[config.mk]
export PLATFORM = sky130hd
export DESIGN_NAME = axis_differentiator_seq
export DESIGN_NICKNAME = d
export VERILOG_FILES = /design/src/rtl/axis_differentiator_seq.sv
export SDC_FILE = /design/constraint.sdc
export NUM_CORES = 1
export LEC_CHECK = 0
export CORE_ASPECT_RATIO = 1.5
export CORE_UTILIZATION = 50
export DETAILED_ROUTE_END_ITERATION = 12
export PLACE_DENSITY = 0.75
export SLEW_MARGIN = 15
export SYNTH_ARGS = -nofsm -noshare
export SYNTH_HDL_FRONTEND = slang
export SYNTH_SLANG_ARGS = --single-unit
[constraint.sdc]
create_clock -name aclk -period 4.5 [get_ports aclk]
set_clock_uncertainty 0.2 [all_clocks]
set_input_delay 1.125 -clock aclk [delete_from_list [all_inputs] [get_ports aclk]]
set_output_delay 1.125 -clock aclk [all_outputs]
set_load 0.05 [all_outputs]
[src/rtl/axis_differentiator_seq.sv]
// Mode sequencer for the streaming differentiator: clears datapath history, masks warm-up
// beats and only switches between bypass and differentiate on beat-free cycles.
module axis_differentiator_seq #(
    parameter int unsigned WARMUP    = 6,
    parameter int unsigned CNT_WIDTH = 32
) (
    input  logic                 aclk,
    input  logic                 areset,
    input  logic                 enable_req,
    input  logic                 S_AXIS_tvalid,
    output logic                 dp_enable,
    output logic                 dp_aresetn,
    output logic                 out_valid_mask,
    output logic [1:0]           state,
    output logic [CNT_WIDTH-1:0] sample_count
);

    typedef enum logic [1:0] {
        StIdle   = 2'd0,
        StClear  = 2'd1,
        StWarmup = 2'd2,
        StRun    = 2'd3
    } state_e;

    localparam logic [7:0]           WarmupTarget = 8'(WARMUP);
    localparam logic [CNT_WIDTH-1:0] CntMax       = '1;

    state_e                 state_q;
    logic [7:0]             warm_cnt_q;
    logic [CNT_WIDTH-1:0]   sample_count_q;
    logic                   dp_enable_q;
    logic                   dp_aresetn_q;
    logic                   mask_q;

    // Outputs are registered alongside the state so each one matches the state being entered.
    always_ff @(posedge aclk or posedge areset) begin
        if (areset) begin
            state_q        <= StIdle;
            warm_cnt_q     <= 8'd0;
            sample_count_q <= '0;
            dp_enable_q    <= 1'b0;
            dp_aresetn_q   <= 1'b1;
            mask_q         <= 1'b1;
        end else begin
            unique case (state_q)
                StIdle: begin
                    if (enable_req && !S_AXIS_tvalid) begin
                        state_q        <= StClear;
                        warm_cnt_q     <= 8'd0;
                        sample_count_q <= '0;
                        dp_enable_q    <= 1'b1;
                        dp_aresetn_q   <= 1'b0;
                        mask_q         <= 1'b0;
                    end
                end
                StClear: begin
                    // A beat seen here is deliberately dropped from the warm-up count.
                    state_q      <= StWarmup;
                    dp_enable_q  <= 1'b1;
                    dp_aresetn_q <= 1'b1;
                    mask_q       <= 1'b0;
                end
                StWarmup: begin
                    if (S_AXIS_tvalid) begin
                        warm_cnt_q <= warm_cnt_q + 8'd1;
                        if (warm_cnt_q + 8'd1 == WarmupTarget) begin
                            state_q <= StRun;
                            mask_q  <= 1'b1;
                        end
                    end else if (!enable_req) begin
                        state_q     <= StIdle;
                        dp_enable_q <= 1'b0;
                        mask_q      <= 1'b1;
                    end
                end
                StRun: begin
                    if (S_AXIS_tvalid) begin
                        if (sample_count_q != CntMax) begin
                            sample_count_q <= sample_count_q + 1'b1;
                        end
                    end else if (!enable_req) begin
                        state_q     <= StIdle;
                        dp_enable_q <= 1'b0;
                    end
                end
                default: begin
                    state_q <= StIdle;
                end
            endcase
        end
    end

    assign dp_enable      = dp_enable_q;
    assign dp_aresetn     = dp_aresetn_q;
    assign out_valid_mask = mask_q;
    assign state          = state_q;
    assign sample_count   = sample_count_q;

endmodule

==> results.py, run 1 <==
metrics = {
    "detailed_routing": {
        "vias_per_cell": 6.11,
        "avgRoutedWirePerCell_um": 16.5,
        "drc_errors": 0,
        "drt_iter0_markers": 107,
        "wl_mm": 6.37,
        "postRouteAntennaNets": 0,
        "drt_first_pass_iters": 4,
        "vias": 2365,
    },
    "synth": {
        "synth_area_um2": 2580,
        "yosysWarnings": 0,
        "ys_seq_area_frac": 0.437,
        "synthArstFlopShare": 1.00,
        "synth_edf_count": 0,
        "yosys_most_used_dff": "dfrtp_1",
        "synth_nets": 291,
        "yosysTopAreaCellShare": 0.417,
        "postSynthAreaPerCell_um2": 9.09,
        "synth-seq-cells": 45,
        "synth_area_leader_cell": "dfrtp_1",
        "syn_inst": 284,
        "synth_area_leaders": "dfrtp_1, nand2_1, o21ai_0",
        "yosysUniqueCellTypes": 51,
    },
    "worst_setup_path": {
        "cpMostUsedCell": "or4_1",
        "cp.buffers_inverters": 2,
        "cp-end-kind": "flip-flop",
        "critPathSlowestCell": "clkdlybuf4s50_1",
        "worstPathMaxFanout": 10,
        "critPathTopFamily": "simple AND/OR/NAND/NOR gates",
        "path_cells": "clkdlybuf4s50_1 -> and3_1 -> buf_4 -> nand3_1 -> or4_1 -> or4_1 -> a21oi_1",
        "critPathRequiredTime_ns": 4.53,
        "crit_arrival_ns": 3.48,
        "max_stage_delay_ns": 0.60,
        "worstSetupPathType": "input port to flip-flop",
        "cp-start-kind": "input port",
    },
    "clock_tree": {
        "cts_buffer_depth": 2,
        "postCtsSetupRepairBufs": 0,
        "cts-htree-levels": 2,
        "root_buffer": "clkbuf_8",
        "cts_tree": "built",
        "cts-resized-gates": 0,
        "holdBufCountCts": 0,
        "clk_latency_ns": 0.30,
        "cts.clk_slew.worst_paths_ns": 0.08,
        "cts_buffers": 5,
        "cts_sinks": 45,
    },
    "floorplanning": {
        "die_w_um": 60.7,
        "ios": 41,
        "die_area_um2": 5460,
        "dieHeight_um": 90.0,
        "start_util": 0.528,
        "coreArea_um2": 4890,
        "num_rows": 31,
    },
    "layout": {
        "layout.nets": 327,
        "drive_gt1_frac": 0.0685,
        "fillCellCount": 455,
        "fin_area_um2": 3100,
        "layout_common_cells": "dfrtp_1, clkdlybuf4s50_1, nand2_1",
        "antennaDiodeCount": 0,
        "fin_util": 0.634,
        "multiInputGateArea_um2": 1370,
        "instances_no_fill": 387,
        "ff_latch_area_um2": 1130,
        "final_common_cell": "dfrtp_1",
        "syn_to_final_growth_pct": 20.0,
    },
    "hold_path": {
        "hold_path.class": "flip-flop to flip-flop",
    },
    "sta": {
        "hold_viol": 0,
        "rsz0062_at_grt": "false",
        "min_period_ns": 3.46,
        "relSlewSlack": 0.423,
        "period_share": 0.768,
        "final_max_slew_viol_count": 0,
        "fin_hold_ws_ns": 0.305,
        "finalSetupViolCount": 0,
        "max_clock_freq_mhz": 289,
        "worst_slack_ns": 1.04,
        "worst_slew_pin_slew_ns": 0.861,
        "tns_ns": 0,
    },
    "pwr": {
        "total_power_mw": 1.12,
        "power.density_nw_per_um2": 362,
        "ir_worst_vdd_v": 0.000416,
        "p_leak_nw": 1.22,
    },
    "placed_design": {
        "placed_cells": 379,
        "dp_hpwl_mm": 4.67,
        "place_area_um2": 3020,
        "globalplace.congestion": 0.864,
        "dp_slack_ns": 0.746,
        "io_buffers": 40,
    },
    "global_route": {
        "grt_pass1_vias": 2304,
        "gr-total-overflow": 0,
        "grt_max_degree": 26,
        "grt_usage": 0.255,
        "grt_pass1_wl_mm": 10.8,
        "antenna_found_initial": 0,
    },
    "status": {
        "outcome": "completed",
    },
    "flow_run": {
        "maxCapViolCount": 0,
    },
}
layer usage:
layer	global-route usage	routed length, um	vias up	part of all wire
met5	0	0	-	0
met4	0.0852	150	0	0.024
met3	0.0446	206	14	0.032
met2	0.442	3390	51	0.53
met1	0.305	2620	1158	0.41
li1	-	-	1142	-
sequential cells by signal, summed over array words and instances, names as in the netlist:
signal,flops
sample_count,32
warm_cnt_q,8
out_valid_mask,1
state,2
dp_enable,1
dp_aresetn,1
path summary, 6_finish.rpt:
path	endpoint	cells past startpoint	startpoint	slack (ns)
max	sample_count[27]$_DFFE_PP0P_	7	S_AXIS_tvalid	1.04
min	sample_count[11]$_DFFE_PP0P_	1	sample_count[11]$_DFFE_PP0P_	0.31
max reg2reg	sample_count[27]$_DFFE_PP0P_	6	state[1]$_DFFE_PP0P_	1.80
min reg2reg	sample_count[11]$_DFFE_PP0P_	1	sample_count[11]$_DFFE_PP0P_	0.31
max in group asynchronous	sample_count[1]$_DFFE_PP0P_	3	areset	2.35
min in group asynchronous	sample_count[26]$_DFFE_PP0P_	2	areset	1.00
final cells by class:
class / instances / share of cell area
Multi-Input combinational cell: 220 / 0.441
Clock buffer: 8 / 0.0258
Inverter: 5 / 0.00606
Tap cell: 66 / 0.0266
Sequential cell: 45 / 0.364
Timing Repair Buffer: 43 / 0.136
synthesized netlist by cell type, drive strengths merged (4+ instances only):
cell type  number
mux2i           6
o211ai          6
a21oi          19
or3             7
nand3          20
clkbuf          8
o21ai          22
nor2           19
inv             5
nor3            7
dfrtp          43
o31ai          11
nand2          30
and3            6
and4            7
nand4          12
or4            12
xor2            4
buf             6
cell families (layout without fill, tap and decap cells):
logic type,count (synthesis),count (layout),share of synthesized area
xor gates and xnor gates,7,7,0.0237
muxes,6,6,0.0233
and+or+nand+nor,131,131,0.286
AOI/OAI and AO/OA,72,72,0.177
adders and majority gates,4,4,0.0184
buffers and inverters,19,56,0.0339
DFF,45,45,0.437
worst reg2reg max path, stage by stage, from the launching register on:
cell,delay (ns)
dfrtp_1,0.64
and3_1,0.35
buf_4,0.21
nand3_1,0.09
or4_1,0.54
or4_1,0.44
a21oi_1,0.16
where the power goes:
group | internal (mW) | switching (mW) | total [mW]
clock | 0.111 | 0.132 | 0.242
combinational | 0.120 | 0.242 | 0.362
sequential | 0.453 | 0.0650 | 0.518
total | 0.683 | 0.439 | 1.12
No activity file was read; power rests on OpenSTA's default activity.
==> inputs of run 2 (changes only) <==
==> constraint.sdc (replaced) <==
create_clock -name aclk -period 3.6 [get_ports aclk]
set_clock_uncertainty 0.2 [all_clocks]
set_input_delay 0.9 -clock aclk [delete_from_list [all_inputs] [get_ports aclk]]
set_output_delay 0.9 -clock aclk [all_outputs]
set_load 0.05 [all_outputs]
==> run 2 against run 1 <==
Effect of this change: register-to-register slack got worse by 0.82 ns; core utilization increased by 0.90 points; flip-flop and latch count unchanged; setup slack got worse by 0.37 ns; critical endpoint is now state[1]; global-route usage decreased by 0.15 points; highest routed layer unchanged.
==> results.py, run 2 (same netlist as run 1, synthesis figures left out) <==
metrics = {
    "sta": {
        "period_share": 0.812,
        "relSlewSlack": 0.538,
        "final_max_slew_viol_count": 0,
        "max_clock_freq_mhz": 342,
        "tns_ns": 0,
        "rsz0062_at_grt": "false",
        "worst_slack_ns": 0.677,
        "hold_viol": 0,
        "worst_slew_pin_slew_ns": 0.689,
        "fin_hold_ws_ns": 0.285,
        "min_period_ns": 2.92,
        "finalSetupViolCount": 0,
    },
    "layout": {
        "layout_common_cells": "dfrtp_1, clkdlybuf4s50_1, nand2_1",
        "fillCellCount": 429,
        "drive_gt1_frac": 0.0776,
        "layout.nets": 328,
        "largest_reg_flops": 32,
        "final_common_cell": "dfrtp_1",
        "syn_to_final_growth_pct": 21.7,
        "antennaDiodeCount": 0,
    },
    "detailed_routing": {
        "drc_errors": 0,
        "drt_iter0_markers": 162,
        "wl_mm": 6.26,
        "vias": 2353,
        "postRouteAntennaNets": 0,
        "drt_first_pass_iters": 4,
        "avgRoutedWirePerCell_um": 16.1,
        "vias_per_cell": 6.06,
    },
    "floorplanning": {
        "dieHeight_um": 90.0,
        "die_area_um2": 5460,
        "num_rows": 31,
        "coreArea_um2": 4890,
        "start_util": 0.528,
        "die_w_um": 60.7,
        "ios": 41,
    },
    "worst_setup_path": {
        "path_cells": "clkdlybuf4s50_1",
        "critPathTopFamily": "buffers and inverters",
        "worstSetupPathType": "flip-flop to primary output",
        "cp.buffers_inverters": 1,
        "cp-start-kind": "flip-flop",
        "cp-end-kind": "primary output",
        "max_stage_delay_ns": 0.89,
        "critPathRequiredTime_ns": 2.50,
        "critPathSlowestCell": "clkdlybuf4s50_1",
        "crit_arrival_ns": 1.82,
        "worstPathMaxFanout": 16,
    },
    "clock_tree": {
        "holdBufCountCts": 0,
        "clk_latency_ns": 0.31,
        "cts_buffers": 5,
        "postCtsSetupRepairBufs": 0,
        "cts.clk_slew.worst_paths_ns": 0.09,
        "cts_buffer_depth": 2,
        "root_buffer": "clkbuf_8",
        "cts-resized-gates": 0,
        "cts_sinks": 45,
        "cts-htree-levels": 2,
        "cts_tree": "built",
    },
    "hold_path": {
        "hold_path.class": "flip-flop to flip-flop",
    },
    "pwr": {
        "ir_worst_vdd_v": 0.000382,
        "total_power_mw": 1.50,
        "p_leak_nw": 1.25,
        "power.density_nw_per_um2": 477,
    },
    "placed_design": {
        "io_buffers": 40,
        "dp_hpwl_mm": 4.49,
        "globalplace.congestion": 0.815,
        "dp_slack_ns": 0.384,
    },
    "status": {
        "outcome": "completed",
    },
    "global_route": {
        "grt_pass1_wl_mm": 10.6,
        "antenna_found_initial": 0,
        "grt_usage": 0.253,
        "grt_pass1_vias": 2235,
        "grt_max_degree": 34,
        "gr-total-overflow": 0,
    },
    "flow_run": {
        "maxCapViolCount": 0,
    },
}
==> run 2: changes by cell type in the layout (fill, tap and decap cells not counted) <==
cell / delta
bufinv_16: +1
clkbuf_1: -2
buf_4: +1
clkbuf_8: +1
==> run 2: metal layers <==
metal  GRT usage  vias to the layer above  wire, um
met3      0.0460                        9       207
met2       0.432                       60      3390
li1            -                     1151         -
met5           0                        -         0
met4      0.0966                        0       103
met1       0.304                     1133      2550
==> run 2: final timing paths <==
check | startpoint | to | slack (ns) | cells past startpoint
worst min register to register | dp_aresetn$_DFFE_PP1P_ | dp_aresetn$_DFFE_PP1P_ | 0.29 | 2
max in group asynchronous | areset | sample_count[21]$_DFFE_PP0P_ | 1.79 | 3
worst min-delay path | dp_aresetn$_DFFE_PP1P_ | dp_aresetn$_DFFE_PP1P_ | 0.29 | 2
worst max register to register | sample_count[0]$_DFFE_PP0P_ | sample_count[5]$_DFFE_PP0P_ | 0.98 | 6
worst max-delay path | state[1]$_DFFE_PP0P_ | state[1] | 0.68 | 1
min in group asynchronous | areset | warm_cnt_q[0]$_DFFE_PP0P_ | 0.66 | 2
==> run 2: final cells by class <==
cell class	count	area (um2)	share of cell area
Clock buffer	7	86.3	0.0275
Clock inverter	1	30.0	0.00955
Inverter	5	18.8	0.00597
Multi-Input combinational cell	220	1370	0.435
Sequential cell	45	1130	0.359
Tap cell	66	82.6	0.0263
Timing Repair Buffer	44	430	0.137
==> run 2: power by group <==
part | leakage (nW) | switching, mW | internal [mW]
sequential | 0.609 | 0.0771 | 0.566
clock | 0.0585 | 0.176 | 0.227
combinational | 0.578 | 0.303 | 0.150
==> run 2: per-stage QoR <==
step | util | cells | instance area, um2
2_1_floorplan | - | 284 | 2580
3_3_place_gp | 0.619 | 380 | 3030
3_5_place_dp | 0.619 | 380 | 3030
4_1_cts | 0.643 | 388 | 3140
5_1_grt | 0.643 | 388 | 3140
6_report | 0.643 | 388 | 3140
